[src/rtl/gray_ts_extender_pkg.sv]
// Shared definitions for the Gray timestamp extender: lock-state encoding and
// error-counter sizing.
package gray_ts_extender_pkg;

  typedef enum logic {
    ST_UNLOCKED = 1'b0,
    ST_LOCKED   = 1'b1
  } lock_state_e;

  localparam int ERR_W = 8;
  localparam logic [ERR_W-1:0] ERR_MAX = 8'hFF;

endpackage : gray_ts_extender_pkg

[src/rtl/gray_ts_extender_gray2bin.sv]
// Combinational Gray-to-binary decoder: each binary bit is the XOR of all Gray
// bits at and above its position.
module gray2bin #(
  parameter int N = 27
) (
  input  logic [N-1:0] gray,
  output logic [N-1:0] bin
);

  // Prefix-XOR decode from the MSB downwards.
  always_comb begin
    bin = {N{1'b0}};
    for (int i = 0; i < N; i++) begin
      bin[i] = ^(gray >> i);
    end
  end

endmodule : gray2bin

[src/rtl/gray_ts_extender.sv]
// Synchronizes a free-running Gray counter, decodes it, judges each sampled
// step, extends it to EXT bits with a wrap counter and offers a one-deep
// capture buffer for triggered timestamps.
module gray_ts_extender
  import gray_ts_extender_pkg::*;
#(
  parameter int N        = 27,
  parameter int EXT      = 64,
  parameter int LOCK_CNT = 4
) (
  input  logic             CLK,
  input  logic             RST,
  input  logic             ENABLE,
  input  logic [N-1:0]     GRAY_IN,
  output logic [EXT-1:0]   TS_OUT,
  output logic             LOCKED,
  output logic [ERR_W-1:0] ERR_CNT,
  input  logic             TRIG,
  output logic [EXT-1:0]   CAP_TS,
  output logic             CAP_LOCKED,
  output logic             CAP_VALID,
  input  logic             CAP_READY,
  output logic             CAP_OVF
);

  localparam int HW = EXT - N;
  localparam logic [3:0]    LOCK_TGT = 4'(LOCK_CNT);
  localparam logic [N-1:0]  ONE_N    = {{(N-1){1'b0}}, 1'b1};
  localparam logic [HW-1:0] ONE_HW   = {{(HW-1){1'b0}}, 1'b1};

  logic [N-1:0]     g_s1_r, g_s2_r;
  logic [N-1:0]     bin_cur_s;
  logic [N-1:0]     lo_r;
  logic [HW-1:0]    hi_r;
  logic             first_r;
  lock_state_e      state_r, state_nxt_s;
  logic [3:0]       good_cnt_r, good_cnt_nxt_s, cnt_inc_s;
  logic [ERR_W-1:0] err_cnt_r, err_cnt_nxt_s;
  logic             locked_r;
  logic [N-1:0]     step_s;
  logic             good_s, wrap_s, load_s;
  logic [EXT-1:0]   cap_ts_r;
  logic             cap_locked_r, cap_valid_r, cap_ovf_r;

  gray2bin #(.N(N)) u_gray2bin (
    .gray (g_s2_r),
    .bin  (bin_cur_s)
  );

  // Step distance modulo 2^N; a hold or a +1 step is good.
  always_comb begin
    step_s = bin_cur_s - lo_r;
    good_s = (step_s == {N{1'b0}}) || (step_s == ONE_N);
    wrap_s = !first_r && (bin_cur_s < lo_r);
    load_s = TRIG && (!cap_valid_r || CAP_READY);
  end

  // Lock FSM next state, good-step counter and saturating error counter.
  always_comb begin
    state_nxt_s    = state_r;
    good_cnt_nxt_s = good_cnt_r;
    err_cnt_nxt_s  = err_cnt_r;
    cnt_inc_s      = good_cnt_r + 4'd1;
    if (!ENABLE) begin
      state_nxt_s    = ST_UNLOCKED;
      good_cnt_nxt_s = 4'd0;
    end else if (first_r) begin
      state_nxt_s    = state_r;
      good_cnt_nxt_s = good_cnt_r;
    end else begin
      case (state_r)
        ST_UNLOCKED: begin
          if (!good_s) begin
            good_cnt_nxt_s = 4'd0;
          end else if (cnt_inc_s == LOCK_TGT) begin
            state_nxt_s    = ST_LOCKED;
            good_cnt_nxt_s = 4'd0;
          end else begin
            good_cnt_nxt_s = cnt_inc_s;
          end
        end
        ST_LOCKED: begin
          if (!good_s) begin
            state_nxt_s    = ST_UNLOCKED;
            good_cnt_nxt_s = 4'd0;
            if (err_cnt_r != ERR_MAX) begin
              err_cnt_nxt_s = err_cnt_r + 8'd1;
            end else begin
              err_cnt_nxt_s = err_cnt_r;
            end
          end else begin
            state_nxt_s = ST_LOCKED;
          end
        end
        default: begin
          state_nxt_s    = ST_UNLOCKED;
          good_cnt_nxt_s = 4'd0;
        end
      endcase
    end
  end

  // Two-flop synchronizer, timestamp extension and first-sample tracking.
  always_ff @(posedge CLK) begin
    if (RST) begin
      g_s1_r  <= {N{1'b0}};
      g_s2_r  <= {N{1'b0}};
      lo_r    <= {N{1'b0}};
      hi_r    <= {HW{1'b0}};
      first_r <= 1'b1;
    end else begin
      g_s1_r  <= GRAY_IN;
      g_s2_r  <= g_s1_r;
      lo_r    <= bin_cur_s;
      first_r <= 1'b0;
      if (wrap_s) begin
        hi_r <= hi_r + ONE_HW;
      end
    end
  end

  // Lock state, counters and the registered LOCKED flag.
  always_ff @(posedge CLK) begin
    if (RST) begin
      state_r    <= ST_UNLOCKED;
      good_cnt_r <= 4'd0;
      err_cnt_r  <= {ERR_W{1'b0}};
      locked_r   <= 1'b0;
    end else begin
      state_r    <= state_nxt_s;
      good_cnt_r <= good_cnt_nxt_s;
      err_cnt_r  <= err_cnt_nxt_s;
      locked_r   <= (state_nxt_s == ST_LOCKED);
    end
  end

  // One-deep capture buffer with a sticky overflow flag for dropped triggers.
  always_ff @(posedge CLK) begin
    if (RST) begin
      cap_ts_r     <= {EXT{1'b0}};
      cap_locked_r <= 1'b0;
      cap_valid_r  <= 1'b0;
      cap_ovf_r    <= 1'b0;
    end else begin
      if (load_s) begin
        cap_ts_r     <= {hi_r, lo_r};
        cap_locked_r <= locked_r;
        cap_valid_r  <= 1'b1;
      end else if (cap_valid_r && CAP_READY) begin
        cap_valid_r <= 1'b0;
      end
      if (TRIG && cap_valid_r && !CAP_READY) begin
        cap_ovf_r <= 1'b1;
      end
    end
  end

  assign TS_OUT     = {hi_r, lo_r};
  assign LOCKED     = locked_r;
  assign ERR_CNT    = err_cnt_r;
  assign CAP_TS     = cap_ts_r;
  assign CAP_LOCKED = cap_locked_r;
  assign CAP_VALID  = cap_valid_r;
  assign CAP_OVF    = cap_ovf_r;

endmodule : gray_ts_extender
[config.mk]
export PLATFORM = sky130hd
export DESIGN_NAME = gray_ts_extender
export DESIGN_NICKNAME = d
export VERILOG_FILES = /design/src/rtl/gray_ts_extender_pkg.sv /design/src/rtl/gray_ts_extender_gray2bin.sv /design/src/rtl/gray_ts_extender.sv
export SDC_FILE = /design/constraint.sdc
export NUM_CORES = 1
export LEC_CHECK = 0
export ABC_AREA = 1
export CORE_ASPECT_RATIO = 1.2
export CORE_MARGIN = 10
export CORE_UTILIZATION = 37
export CTS_CLUSTER_DIAMETER = 100
export DETAILED_ROUTE_END_ITERATION = 8
export SYNTH_ARGS = -nofsm -noshare
export SYNTH_HDL_FRONTEND = slang
export SYNTH_SLANG_ARGS = --single-unit
[constraint.sdc]
create_clock -name CLK -period 5 [get_ports CLK]
set_clock_uncertainty 0.1 [all_clocks]
set_input_delay 0.75 -clock CLK [delete_from_list [all_inputs] [get_ports CLK]]
set_output_delay 0.75 -clock CLK [all_outputs]
set_load 0.05 [all_outputs]
After elaboration in Yosys (flattened, before gate mapping)
Cells that the tools add are included.
{"block": "word_totals", "input_bits": 32, "output_inout_bits": 140, "ff_bits": 199, "elab_cells": 78}
{"block": "op_classes", "n_lt_le_gt_ge": 1, "n_mux": 11, "eq_ne": 4, "bitwise": 4, "n_reduce_logical": 42, "add_sub_neg": 4}
{"cell": "parity 27 bit", "n": 27}
{"cell": "adder 37 x 1 -> 37 bit (second input constant)", "n": 1}
{"cell": "== test 27 x 1 -> 1 bit (second input constant)", "n": 1}
{"cell": "zero test 27 bit", "n": 1}
{"cell": "less-than comparator 27 bit", "n": 1}
{"cell": "subtractor 27 bit", "n": 1}
{"cell": "2-to-1 mux 4 bit", "n": 3}
{"cell": "adder 8 x 1 -> 8 bit (second input constant)", "n": 1}
{"cell": "!= test 8 bit (second input constant)", "n": 1}
{"cell": "one-hot mux 4 bit (2 select lines)", "n": 1}
{"cell": "2-to-1 mux 1 bit", "n": 6}
{"cell": "logical AND 1 bit", "n": 5}
{"cell": "AND reduction 5 bit", "n": 1}
{"cell": "adder 4 x 1 -> 4 bit (second input constant)", "n": 1}
{"cell": "== test 4 x 3 -> 1 bit (second input constant)", "n": 1}
{"cell": "NOT 1 bit", "n": 4}
{"cell": "zero test 1 bit", "n": 3}
{"cell": "logical OR 1 bit", "n": 2}
{"cell": "!= test 2 bit (second input constant)", "n": 1}
{"cell": "one-hot mux 1 bit (2 select lines)", "n": 1}
{"cell": "AND reduction 2 bit", "n": 1}
{"cell": "nonzero test 2 bit", "n": 1}
{"cell": "OR reduction 2 bit", "n": 1}

Depth between registers and ports, before layout
{"block": "logic_depth", "depth_word": 6, "ltp_mapped": 29, "ltp_nobuf": 29}

By module
A second synthesis with hierarchy kept.
{"block": "hier_totals", "hier_cells": 1846, "area_unflattened_um2": 11449.7}
{"mod": "gray_ts_extender", "cells_each": 1400, "area_per_inst_um2": 9580.4, "seq_area_each_um2": 3983.8, "instances": 1}
{"mod": "gray2bin", "cells_each": 446, "area_per_inst_um2": 1869.3, "seq_area_each_um2": 0.0, "instances": 1}

Worst setup path before layout
Ideal clock, no wire load.
{"block": "synth_path", "path_type": "reg2reg", "from": "reg g_s2_r[26]", "to": "reg err_cnt_r[0], in the netlist ERR_CNT[0]", "period_less_slack_ns": 3.923, "setup_ns": 0.115, "slack_ns": 1.077, "t_arrival_ns": 3.708, "stages_incl_launch_ff": 25, "path_cell_list": "dfxtp_1 -> xnor2_2 -> xor2_4 -> xor2_4 -> xnor2_2 -> xnor2_2 -> xor2_1 -> inv_1 -> fa_1 -> nand3_1 -> nand3_1 -> nand2_1 -> nand2_1 -> nand2_1 -> nand3_1 -> nand2_1 -> nand2_1 -> nor2_1 -> nand2_1 -> nor2_2 -> nand3_2 -> nand3_2 -> nand2_1 -> nand2_1 -> nor2_1"}
{"block": "synth_via", "elab_chain_len": 6}
{"element": "from (decl)", "line": "gray_ts_extender.sv:31", "rtl": "logic [N-1:0] g_s1_r, g_s2_r;"}
{"element": "from (signal assigned)", "line": "gray_ts_extender.sv:107", "rtl": "g_s2_r <= {N{1'b0}};"}
{"element": "from (signal assigned)", "line": "gray_ts_extender.sv:113", "rtl": "g_s2_r <= g_s1_r;"}
{"element": "parity 27 bit *", "line": "gray_ts_extender_gray2bin.sv:14", "rtl": "bin[i] = ^(gray >> i);"}
{"element": "net bin_cur_s[1]", "line": "gray_ts_extender.sv:32", "rtl": "logic [N-1:0] bin_cur_s;"}
{"element": "subtractor 27 bit *", "line": "gray_ts_extender.sv:52", "rtl": "step_s = bin_cur_s - lo_r;"}
{"element": "== test 27 x 1 -> 1 bit or zero test 27 bit (tied branches)", "line": "gray_ts_extender.sv:53", "rtl": "good_s = (step_s == {N{1'b0}}) || (step_s == ONE_N);"}
{"element": "logical OR 1 bit *", "line": "gray_ts_extender.sv:53"}
{"element": "NOT 1 bit (no line) *"}
{"element": "AND reduction 5 bit (no line) *"}
{"element": "to (signal assigned)", "line": "gray_ts_extender.sv:127", "rtl": "err_cnt_r <= {ERR_W{1'b0}};"}
{"element": "to (signal assigned)", "line": "gray_ts_extender.sv:132", "rtl": "err_cnt_r <= err_cnt_nxt_s;"}
{"element": "to (decl)", "line": "gray_ts_extender.sv:38", "rtl": "logic [ERR_W-1:0] err_cnt_r, err_cnt_nxt_s;"}
Mark *: on every way through the listed nets, which the timed path passes. The rest lies on a longest branch.
A chain may end at the register's enable or synchronous reset.

Worst setup path after layout
Ends and elaborated chain as after synthesis.

==> flow_summary.yaml <==
status:
  status: "finished, final reports clean"
setup_path:
  timing.setup.critical_path_class: "flop to flop"
  crit_start: "g_s2_r[26]"
  critPathRequiredTime_ns: 5.24
  rr_startpoint: "g_s2_r[26]"
  critPathTopFamily: "simple AND/OR/NAND/NOR gates"
  critical_path.max_fanout: 9
  path_common_cell: "nand2_1"
  ff2ff_setup_slack_ns: 0.41
  worstSetupEndpointType: "flop"
  cp_slowest_cell: "ha_1"
  cp.buffers_inverters: 2
  start_kind: "flop"
  critPathArrivalTime_ns: 4.83
  crit_path_max_incr_delay_ns: 0.37
timing:
  final_slew_viol_count: 0
  finish_stage_setup_viols: 0
  timing.max_slew.rel_slack_pct: 35.5
  timing.fmax_mhz: 218
  final_critical_path_setup_slack_ns: 0.409
  period_needed_ns: 4.59
  worst_pin_slew_ns: 0.961
  post_route_fraction_of_the_period_consumed_by_the_critical_path_pct: 91.8
  timing_hold_violations_final: 0
detailed_routing:
  drt-pass1-iter-count: 5
  drc: 0
  detail-route-antenna-nets: 0
  wirelength_um: 29100
  detail_route.wl_per_cell_um: 15.2
  number_of_vias_per_cell: 4.71
  detail_route.iter0.violations: 441
  routed-via-count: 9007
clocking:
  cts_tree: "built"
  clock_tree.buffer_depth: 2
  root_buffer: "clkbuf_16"
  cts_hold_buffers: 0
  h-tree-depth: 4
  clk_latency_ns: 0.44
  clock-sinks: 199
  register_clock_pin_slew_on_the_reported_worst_setup_and_hold_paths_ns: 0.07
  cts-buffers-inserted: 17
power_and_ir_drop:
  netSwitchingPower_uw: 3040
  internal_power_uw: 3510
  power.ir.vdd_worst_mv: 0.246
  power.share.switching_pct: 46.4
  share_clk_of_total_power_pct: 20.2
  finalPower_uw: 6550
  seqPwrFrac_pct: 27.3
  cellPowerDensity_nw_per_um2: 519
  power_frac_comb_pct: 52.5
  power.leakage_uw: 0.00542
final_layout:
  layout.cells.non_filler: 1914
  multiInputGateArea_um2: 4980
  fin_nets: 1629
  postLayoutCellArea_um2: 12600
  post_synthesis_to_final_layout_area_growth_pct: 26.5
  filler_cell_count: 2714
  seq_area_um2: 3980
  final_layout_size_suffix_gt1_share_pct: 3.99
floorplan:
  die-height_um: 200
  io-pin-count: 172
  initial_core_util_pct: 37.8
  fp.dieW_um: 170
  core_um2: 26400
  fp.dieArea_um2: 34000
  std_cell_rows: 65
synth:
  number_of_synthesized_flops_with_an_enable_pin: 0
  synth.cell_area_um2: 9990
  synth.area.top_cells: "dfxtp_1 40%, nand2_1 9.5%, inv_1 9.3%"
  synth_seq_cells: 199
  largest_area_contributor_in_the_synthesized_netlist: "dfxtp_1"
  synth_warnings: 0
  yosys.area.top_type_share_pct: 39.9
  async_reset_ff_share_pct: 0
  synth.avg_cell_area_um2: 7.09
  yosysMostFrequentCell: "nand2_1"
  synth_cells: 1408
  seq_area_frac_synth_pct: 39.9
  yosys_most_used_dff: "dfxtp_1"
  synth.net_count: 1472
  number_of_different_library_cells_in_the_post_synthesis_netlist: 40
  ys_top_cells_by_count: "252 x nand2_1, 247 x inv_1, 199 x dfxtp_1"
placement:
  detailedPlace.worstSlack_ns: 0.153
  post_dp_cell_area_um2: 12000
  port_buffers: 171
  placed_cells: 1881
  finalWeightedCongestion: 0.927
  detailedPlacementHpwl_um: 23200
worst_hold_path:
  min-delay-path-class: "flop to flop"
  hp-start: "g_s1_r[8]"
grt:
  grt_antenna_before_repair: 0
  grt_max_degree: 71
  grt_remaining_overflow: 0
  grt_pass1_vias: 8761
  globalRouteTotalUtil_pct: 17.1
  wire_length_of_the_first_global_routing_pass_um: 46000
flow_run:
  drv_cap: 0
==> sequential cells by signal, indices dropped and copies added (netlist names) <==
name	count
CAP_LOCKED	1
CAP_OVF	1
CAP_TS	64
CAP_VALID	1
ERR_CNT	8
LOCKED	1
first_r	1
g_s1_r	27
g_s2_r	27
good_cnt_r	4
hi_r	37
lo_r	27
==> power groups by stage <==
stage | Combinational, uW | Clock (uW) | Sequential (uW)
floorplan | 2080 | 0 | 2190
global placement | 3420 | 0 | 1830
detailed placement | 3420 | 0 | 1830
CTS | 3440 | 1350 | 1790
global route | 3880 | 1420 | 1800
finish | 3440 | 1320 | 1790
==> metal layers <==
metal	GRT usage, %	wire length, um	vias up
li1	-	-	4735
met1	20.4	12700	4038
met2	29.6	14200	199
met3	3.65	1550	35
met4	6.38	621	0
met5	0	0	-
==> worst paths after layout <==
| check | to | depth (start not counted) |
|---|---|---|
| max | ERR_CNT[0] | 25 |
| min | g_s2_r[8] | 2 |
| max reg2reg | ERR_CNT[0] | 25 |
| min reg2reg | g_s2_r[8] | 2 |
==> logic make-up (layout without fill, tap and decap cells) <==
family	after synthesis	in the layout	share of synthesized area, %
xor gates and xnor gates	98	98	9.42
and+or+nand+nor	553	553	23.5
other	0	1	0
buffers and inverters	288	458	10.8
adders and majority gates	32	32	4.08
DFF	199	199	39.9
AOI/OAI and AO/OA	238	238	12.3
==> cell usage in the layout (no fill, tap or decap), drive strengths merged, types with 2 or more instances in the layout <==
| cell | instances |
|---|---|
| nand2 | 253 |
| inv | 252 |
| dfxtp | 199 |
| nor2 | 172 |
| clkdlybuf4s50 | 170 |
| a21oi | 127 |
| o21ai | 96 |
| xnor2 | 64 |
| nand3 | 52 |
| nand4 | 34 |
| xor2 | 34 |
| ha | 31 |
| clkbuf | 22 |
| nor3 | 21 |
| buf | 7 |
| nand3b | 5 |
| nor4 | 5 |
| o21a | 4 |
| a31oi | 4 |
| and2 | 4 |
| clkinvlp | 4 |
| o21bai | 3 |
| clkinv | 3 |
| nor3b | 2 |
| or2 | 2 |
==> layout make-up <==
cell class / count / area share, %
clock buffers: 22 / 3.75
repair buffers: 177 / 13.9
diodes: 1 / 0.0198
well taps: 335 / 3.32
flip-flops and latches: 199 / 31.5
inverters: 249 / 7.41
clock inverters: 10 / 0.673
multi-input cells: 921 / 39.4
==> what timing repair did <==
action,CTS,global route
endpoints found under the setup margin,0,13
buffers inserted,0,0
gates resized for setup,0,8
==> per-stage QoR <==
step                      hold slack (ns)  setup TNS (ns)  utilization, %
after floorplan                     0.288               0               -
after global placement              0.292               0            45.5
after detailed placement            0.293               0            45.5
after CTS                           0.301               0            47.6
after global routing                0.315        -0.00829            47.8
final                               0.299               0            47.8
==> worst register-to-register path, delay by kind of cell, from the launching register on <==
kind	cells	cell delay, ns
AND/OR/NAND/NOR	17	2.24
XOR/XNOR	5	1.29
adder cells (fa/ha/maj)	1	0.37
flip-flops	1	0.35
buffers and inverters	2	0.14
No activity file was read; power rests on OpenSTA's default activity.
